==> src/rtl/jleightcap_pkg.sv <==
// Shared constants and FSM state encoding for the jleightcap instruction
// fetch front end.
package jleightcap_pkg;

  localparam int IW    = 6;
  localparam int AW    = 4;
  localparam int DEPTH = 16;

  localparam logic [IW-1:0] NOP = '0;

  typedef enum logic [1:0] {
    S_IDLE = 2'd0,
    S_LOAD = 2'd1,
    S_RUN  = 2'd2,
    S_HALT = 2'd3
  } state_t;

endpackage

==> src/rtl/jleightcap_prog_mem.sv <==
// Program buffer: DEPTH x IW register file with one synchronous write port
// and one combinational read port. Contents survive reset.
module jleightcap_prog_mem #(
  parameter int IW    = jleightcap_pkg::IW,
  parameter int AW    = jleightcap_pkg::AW,
  parameter int DEPTH = jleightcap_pkg::DEPTH
) (
  input  logic          clk,
  input  logic          we,
  input  logic [AW-1:0] waddr,
  input  logic [IW-1:0] wdata,
  input  logic [AW-1:0] raddr,
  output logic [IW-1:0] rdata
);

  logic [IW-1:0] mem [DEPTH];

  always_ff @(posedge clk) begin
    if (we) begin
      mem[waddr] <= wdata;
    end
  end

  assign rdata = mem[raddr];

endmodule

==> src/rtl/jleightcap_fetch.sv <==
// Instruction sequencer: loads a short program over valid/ready, then streams
// one registered instruction per clock to the core, following its cjump flag.
module jleightcap_fetch #(
  parameter int IW    = jleightcap_pkg::IW,
  parameter int AW    = jleightcap_pkg::AW,
  parameter int DEPTH = jleightcap_pkg::DEPTH
) (
  input  logic                   clk,
  input  logic                   rst,
  input  logic                   load_start,
  input  logic                   load_valid,
  input  logic [IW-1:0]          load_data,
  output logic                   load_ready,
  input  logic                   load_done,
  input  logic                   run,
  input  logic                   loop,
  input  logic                   stop,
  input  logic                   cjump,
  input  logic [AW-1:0]          cjump_target,
  output logic [IW-1:0]          instr,
  output logic                   instr_valid,
  output logic                   halted,
  output logic                   fault,
  output jleightcap_pkg::state_t state
);

  import jleightcap_pkg::*;

  // Load handshake: a word moves when load_valid && load_ready on a rising
  // edge; load_ready is high only in LOAD while the buffer has room.

  localparam logic [AW:0]   FULL    = (AW+1)'(DEPTH);
  localparam logic [AW:0]   LEN_ONE = (AW+1)'(1);
  localparam logic [AW-1:0] PC_ONE  = AW'(1);

  logic [AW-1:0] pc;
  logic [AW:0]   wr_ptr;
  logic [AW:0]   len;
  logic [IW-1:0] rd_data;
  logic          accept;
  logic          last_issue;
  logic          jump_ok;

  jleightcap_prog_mem #(
    .IW    (IW),
    .AW    (AW),
    .DEPTH (DEPTH)
  ) u_prog_mem (
    .clk   (clk),
    .we    (accept),
    .waddr (wr_ptr[AW-1:0]),
    .wdata (load_data),
    .raddr (pc),
    .rdata (rd_data)
  );

  assign load_ready = (state == S_LOAD) && (wr_ptr != FULL);
  assign accept     = load_valid && load_ready;
  assign halted     = (state == S_HALT);

  // len is at least 1 whenever RUN is entered, so len - 1 never underflows there.
  assign last_issue = ({1'b0, pc} == (len - LEN_ONE));
  assign jump_ok    = ({1'b0, cjump_target} < len);

  always_ff @(posedge clk or posedge rst) begin
    if (rst) begin
      state       <= S_IDLE;
      pc          <= '0;
      wr_ptr      <= '0;
      len         <= '0;
      instr       <= NOP;
      instr_valid <= 1'b0;
      fault       <= 1'b0;
    end else begin
      case (state)
        S_IDLE, S_HALT: begin
          instr       <= NOP;
          instr_valid <= 1'b0;
          if (load_start) begin
            state  <= S_LOAD;
            wr_ptr <= '0;
            fault  <= 1'b0;
          end else if (run && (len != '0)) begin
            state <= S_RUN;
            pc    <= '0;
            fault <= 1'b0;
          end
        end

        S_LOAD: begin
          if (accept) begin
            wr_ptr <= wr_ptr + LEN_ONE;
          end
          if (load_done) begin
            state <= S_IDLE;
            len   <= accept ? (wr_ptr + LEN_ONE) : wr_ptr;
          end
        end

        S_RUN: begin
          if (stop) begin
            state       <= S_IDLE;
            instr       <= NOP;
            instr_valid <= 1'b0;
          end else if (cjump) begin
            // The word fetched this cycle is on the wrong path; replace it with a bubble.
            instr       <= NOP;
            instr_valid <= 1'b0;
            if (jump_ok) begin
              pc <= cjump_target;
            end else begin
              fault <= 1'b1;
              state <= S_HALT;
            end
          end else begin
            instr       <= rd_data;
            instr_valid <= 1'b1;
            if (last_issue) begin
              if (loop) begin
                pc <= '0;
              end else begin
                state <= S_HALT;
              end
            end else begin
              pc <= pc + PC_ONE;
            end
          end
        end

        default: state <= S_IDLE;
      endcase
    end
  end

endmodule

==> config.mk <==
export PLATFORM = sky130hd
export DESIGN_NAME = jleightcap_fetch
export DESIGN_NICKNAME = d
export VERILOG_FILES = /design/src/rtl/jleightcap_pkg.sv /design/src/rtl/jleightcap_prog_mem.sv /design/src/rtl/jleightcap_fetch.sv
export SDC_FILE = /design/constraint.sdc
export NUM_CORES = 1
export LEC_CHECK = 0
export CAP_MARGIN = 25
export CELL_PAD_IN_SITES_DETAIL_PLACEMENT = 0
export CELL_PAD_IN_SITES_GLOBAL_PLACEMENT = 1
export CORE_UTILIZATION = 54
export DETAILED_ROUTE_END_ITERATION = 8
export PLACE_DENSITY_LB_ADDON = 0.1
export SYNTH_ARGS = -nofsm -noshare
export SYNTH_HDL_FRONTEND = slang
export SYNTH_SLANG_ARGS = --single-unit
export TNS_END_PERCENT = 5
==> constraint.sdc <==
create_clock -name clk -period 3.4 [get_ports clk]
set_input_delay 0.68 -clock clk [delete_from_list [all_inputs] [get_ports clk]]
set_output_delay 0.68 -clock clk [all_outputs]
set_load 0.02 [all_outputs]
Word level (Yosys, flattened, before mapping) --
Memory sizes are Yosys's and may differ from the RTL's. Index checks and enable logic that the tools add are counted.
Operators by class: $add $sub $neg 3, $lt $le $gt $ge 1, eq/ne operators 18, muxes and demuxes 34, reduce and logical (&&, ||, !) cells 13
Operators by type and width (number):
- two-way mux 4 bit | 7
- two-way mux 2 bit | 8
- != test 4 bit (second input constant) | 4
- != test 2 bit (second input constant) | 7
- two-way mux 6 bit | 2
- one-hot mux 6 bit (2 select lines) | 1
- two-way mux 5 bit | 2
- one-hot mux 5 bit (2 select lines) | 1
- AND reduction 5 bit | 2
- two-way mux 1 bit | 9
- one-hot mux 4 bit (2 select lines) | 1
- != test 3 bit (second input constant) | 2
- one-hot mux 2 bit (3 select lines) | 1
- AND reduction 6 bit | 1
- adder 5 x 1 -> 5 bit (second input constant) | 1
- equality test 4 x 5 -> 1 bit | 1
- less-than comparator 4 x 5 -> 1 bit | 1
- != test 5 bit (second input constant) | 1
- nonzero test 5 bit | 1
- subtractor 5 x 1 -> 5 bit (second input constant) | 1
- adder 4 x 1 -> 4 bit (second input constant) | 1
- equality test 2 bit (second input constant) | 2
- one-hot mux 1 bit (2 select lines) | 2
- AND reduction 2 bit | 2
- other kinds (5) | 8
Word-level totals: bits in registers 24, bits in writable memories 96, input bits 19, output and inout bits 12, word-level logic and storage cells 77, memories 1
Memory list:
- u_prog_mem.mem | depth 16, width 6, rd ports 1, clocked after Yosys merged registers in 0, wr ports 1, line jleightcap_prog_mem.sv:16 | logic [IW-1:0] mem [DEPTH];

Depth between registers and ports, before layout --
depth after elaboration 6, mapped depth 9, depth with buffers taken out 8

Hierarchy --
From an unflattened synthesis, not the netlist that was laid out.
Second synthesis, totals: cell total of the unflattened synthesis 336, area total of the unflattened synthesis 5313.8 sq um
By module, submodules not included:
- jleightcap_prog_mem | instances 1, cells an instance 172, area each 3774.9 sq um, seq. area each 2882.8 sq um
- jleightcap_fetch | instances 1, cells an instance 164, area each 1539.0 sq um, seq. area each 600.6 sq um

Least setup slack after synthesis --
OpenSTA, ideal clock, no wires.
path type reg-to-reg, from register state[1], to register wr_ptr[4], arrival 2.205 ns, slack 1.074 ns, stages on the path, launching flop included 9, buffers on the path 1, period minus slack after synthesis 2.326 ns, path through dfrtp_1 -> inv_1 -> ha_1 -> clkbuf_1 -> o311a_1 -> nand2_1 -> nor2_1 -> mux2_1 -> a22o_1
Between the ends: word-level cells in the longest chain between the ends 5
RTL lines:
- from (decl) | line jleightcap_fetch.sv:24 | output jleightcap_pkg::state_t state
- from (signal assigned) | line jleightcap_fetch.sv:67 | state <= S_IDLE;
- from (signal assigned) | line jleightcap_fetch.sv:80 | state <= S_LOAD;
- from (signal assigned) | line jleightcap_fetch.sv:84 | state <= S_RUN;
- equality test 2 x 1 -> 1 bit | line jleightcap_fetch.sv:57, jleightcap_fetch.sv:75
- logical AND 1 bit | line jleightcap_fetch.sv:57 | assign load_ready = (state == S_LOAD) && (wr_ptr != FULL);
- logical AND 1 bit | line jleightcap_fetch.sv:58 | assign accept = load_valid && load_ready;
- two-way mux 5 bit
- one-hot mux 5 bit (2 select lines) | line jleightcap_fetch.sv:75 | case (state)
- to (signal assigned) | line jleightcap_fetch.sv:92 | wr_ptr <= wr_ptr + LEN_ONE;
- to (decl) | line jleightcap_fetch.sv:37 | logic [AW:0] wr_ptr;
Several ways; a longest one is shown, not always the timed one. A chain may end at the register's enable or synchronous reset.

Worst setup path after layout --
from register state[1], to output port load_ready
Between the ends: word-level cells in the longest chain between the ends 2
RTL lines:
- equality test 2 x 1 -> 1 bit | line jleightcap_fetch.sv:57
- logical AND 1 bit | line jleightcap_fetch.sv:57
- to (decl) | line jleightcap_fetch.sv:13 | output logic load_ready,
Every way passes these cells.

==> flow_metrics.env <==
export IMPL_status="complete, no violations"
export IMPL_detail_route_antenna_nets=0
export IMPL_regToRegSetupSlack_ns=0.90
export IMPL_cts_clk_slew_worst_paths_ns=0.06
export IMPL_end_kind="output pin"
export IMPL_num_io_pins=31
export IMPL_multiInputGateArea_um2=1660
export IMPL_cp_max_fo=7
export IMPL_power_density_nw_per_um2=712
export IMPL_crit_type="reg -> out"
export IMPL_stdcell_area_um2=6320
export IMPL_synth_area_leaders="edfxtp_1 54%, dfrtp_1 11%, mux4_1 7.9%, mux4_2 5.9%, ha_1 3.0%"
export IMPL_final_hold_viol_count=0
export IMPL_setup_viol=0
export IMPL_gr_total_overflow=0
export IMPL_synth_top_cell_area_share=0.539
export IMPL_synth_main_ff_cell="edfxtp_1"
export IMPL_drive_gt1_frac=0.141
export IMPL_wl_met3_um=664
export IMPL_syn_area_per_cell_um2=16.0
export IMPL_postCtsSetupBuffers=0
export IMPL_start_kind="register"
export IMPL_placed_cell_area_um2=5740
export IMPL_final_cell_mix="96 x edfxtp_1, 30 x clkdlybuf4s50_1, 26 x nand2_1"
export IMPL_ctsRootBufferMaster="clkbuf_8"
export IMPL_drv_slew=0
export IMPL_met2_length_um=5410
export IMPL_core_um2=9420
export IMPL_vdd_drop_max_uv=453
export IMPL_die_width_um=102
export IMPL_rsz0062_at_grt="false"
export IMPL_max_cap_viol_count=0
export IMPL_yosysWarnings=0
export IMPL_ys_seq_elements=120
export IMPL_dpl_hpwl_um=7240
export IMPL_nFillCells=676
export IMPL_yosysTopAreaCell="edfxtp_1"
export IMPL_m1WireLength_um=4700
export IMPL_post_route_util=0.671
export IMPL_crit_arrival_ns=2.23
export IMPL_syn_num_nets=366
export IMPL_leakage_nw=2.21
export IMPL_drt_wirelength_per_cell_um=20.9
export IMPL_wirelength_um=10800
export IMPL_antenna_cells=0
export IMPL_grt_max_degree=30
export IMPL_numPortBuffers=30
export IMPL_gp_congestion=0.775
export IMPL_first_global_vias=3031
export IMPL_fin_crit_sh=0.856
export IMPL_vias=2996
export IMPL_layout_commonest_cell="edfxtp_1"
export IMPL_clock_skew_ns=0.0123
export IMPL_finalSetupTns_ns=0
export IMPL_htree_levels=4
export IMPL_syn_to_final_growth_pct=18.2
export IMPL_initial_utilization=0.568
export IMPL_fp_dieH_um=102
export IMPL_cts_max_path_buffers=2
export IMPL_cp_required_ns=2.72
export IMPL_top_layer_used="met4"
export IMPL_clk_latency_ns=0.52
export IMPL_r2r_end="u_prog_mem.mem[7][4]"
export IMPL_regArea_um2=3480
export IMPL_drc_errors=0
export IMPL_hp_class="in -> async"
export IMPL_antenna_found_initial=0
export IMPL_nNetsFinal=409
export IMPL_grt_pass1_wl_um=17000
export IMPL_r2r_start="wr_ptr[0]"
export IMPL_relSlewSlack=0.561
export IMPL_cpMostUsedCell="inv_1"
export IMPL_max_freq_ghz=0.344
export IMPL_viasPerCell=5.77
export IMPL_numCtsBuffers=17
export IMPL_worstPathCellList="inv_1, ha_1, inv_1, nor2_1, clkdlybuf4s50_1"
export IMPL_post_synth_num_cell_types=45
export IMPL_drtIter0Drc=191
export IMPL_syn_area_um2=5350
export IMPL_cts_tree="yes"
export IMPL_rr_worst_depth=6
export IMPL_rows=35
export IMPL_firstDrtPassIters=5
export IMPL_async_reset_ff_frac=0.200
export IMPL_slowest_delay_ns=0.61
export IMPL_fin_crit_ns=2.91
export IMPL_clock_sink_count=120
export IMPL_synthesis_instances=334
export IMPL_die_area_um2=10300
export IMPL_ys_seq_area_frac=0.651
export IMPL_synth_edf_count=96
export IMPL_grtUsageTotal=0.239
export IMPL_tightest_slew_ns=0.657
export IMPL_cts_hold_fix_buffers=0
export IMPL_cts_repair_resized=0
export IMPL_cpMaxStageDelayCell="clkdlybuf4s50_1"
-- state kept, by name (all words and copies together) (netlist names) --
signal	count
len	5
u_prog_mem.mem	96
pc	4
wr_ptr	5
instr	6
state	2
fault	1
instr_valid	1
-- synthesized netlist by cell type (2+ instances only) --
| master | number |
|---|---|
| mux4_2 | 14 |
| a21oi_1 | 10 |
| nor2_1 | 20 |
| buf_12 | 2 |
| o22ai_1 | 3 |
| o21ai_0 | 13 |
| buf_2 | 3 |
| edfxtp_1 | 96 |
| a32oi_1 | 3 |
| ha_1 | 13 |
| xor2_1 | 3 |
| clkbuf_8 | 3 |
| mux4_1 | 16 |
| a31oi_1 | 4 |
| clkbuf_1 | 5 |
| nand3_1 | 2 |
| nand2b_1 | 5 |
| o211ai_1 | 2 |
| mux2i_1 | 2 |
| nor3_1 | 8 |
| xnor2_1 | 6 |
| nand2_1 | 26 |
| o21ai_1 | 6 |
| dfrtp_1 | 24 |
| nor2b_1 | 5 |
| inv_1 | 16 |
| clkinv_1 | 5 |
| a22o_1 | 2 |
-- cell families (layout without fill, tap and decap cells) --
family / Yosys count / count (layout) / share of synthesized area
XOR/XNOR: 9 / 9 / 0.0147
multiplexers: 33 / 33 / 0.143
AND/OR/NAND/NOR: 73 / 73 / 0.0634
flip-flops: 120 / 120 / 0.651
AO/OA/AOI/OAI: 50 / 50 / 0.0576
adder cells (fa/ha/maj): 13 / 13 / 0.0304
buffers and inverters: 36 / 92 / 0.0391
-- cell type report --
class | count | share of cell area
clock buffers | 17 | 0.0655
clock inverters | 15 | 0.0224
well taps | 129 | 0.0255
repair buffers | 38 | 0.0602
flip-flops and latches | 120 | 0.551
inverters | 22 | 0.0131
multi-input cells | 178 | 0.262
-- critical path, delay by kind of cell (launching register included) --
family,cells,cell delay (ns)
buffers and inverters,3,0.87
adders and majority gates,1,0.31
and+or+nand+nor,1,0.12
DFF,1,0.41
-- through the flow --
| step | instances | worst slack, ns | hold WS (ns) | power, mW |
|---|---|---|---|---|
| after global routing | 519 | 0.346 | 0.369 | 4.70 |
| after detailed placement | 486 | 0.679 | 0.479 | 2.85 |
| after floorplan | 334 | 1.07 | 0.472 | 2.54 |
| after CTS | 518 | 0.455 | 0.496 | 4.52 |
| after global placement | 486 | 0.707 | 0.466 | 2.84 |
| final | 519 | 0.491 | 0.365 | 4.50 |
-- layer usage --
layer  global-route usage  vias up
met4               0.0858        0
met3               0.0621        8
met1                0.333     1496
met5                    0        -
li1                     -     1391
met2                0.366      101
-- where the power goes --
group	switching (mW)	internal, mW	total (mW)
clock network	0.682	0.982	1.66
logic	0.602	0.471	1.07
registers	0.0860	1.67	1.76
total	1.37	3.13	4.50
-- how the worst max path moves through the flow --
| stage | startpoint | end | slack, ns | depth (start not counted) |
|---|---|---|---|---|
| 3_5_place_dp | load_valid | wr_ptr[4] | 0.68 | 6 |
| 3_3_place_gp | load_valid | u_prog_mem.mem[11][2] | 0.71 | 4 |
| 6_report | state[1] | load_ready | 0.49 | 5 |
| 2_1_floorplan | state[1] | wr_ptr[4] | 1.07 | 8 |
| 5_1_grt | state[1] | load_ready | 0.35 | 5 |
| 4_1_cts | state[1] | load_ready | 0.45 | 5 |
No activity file was read; power rests on OpenSTA's default activity.
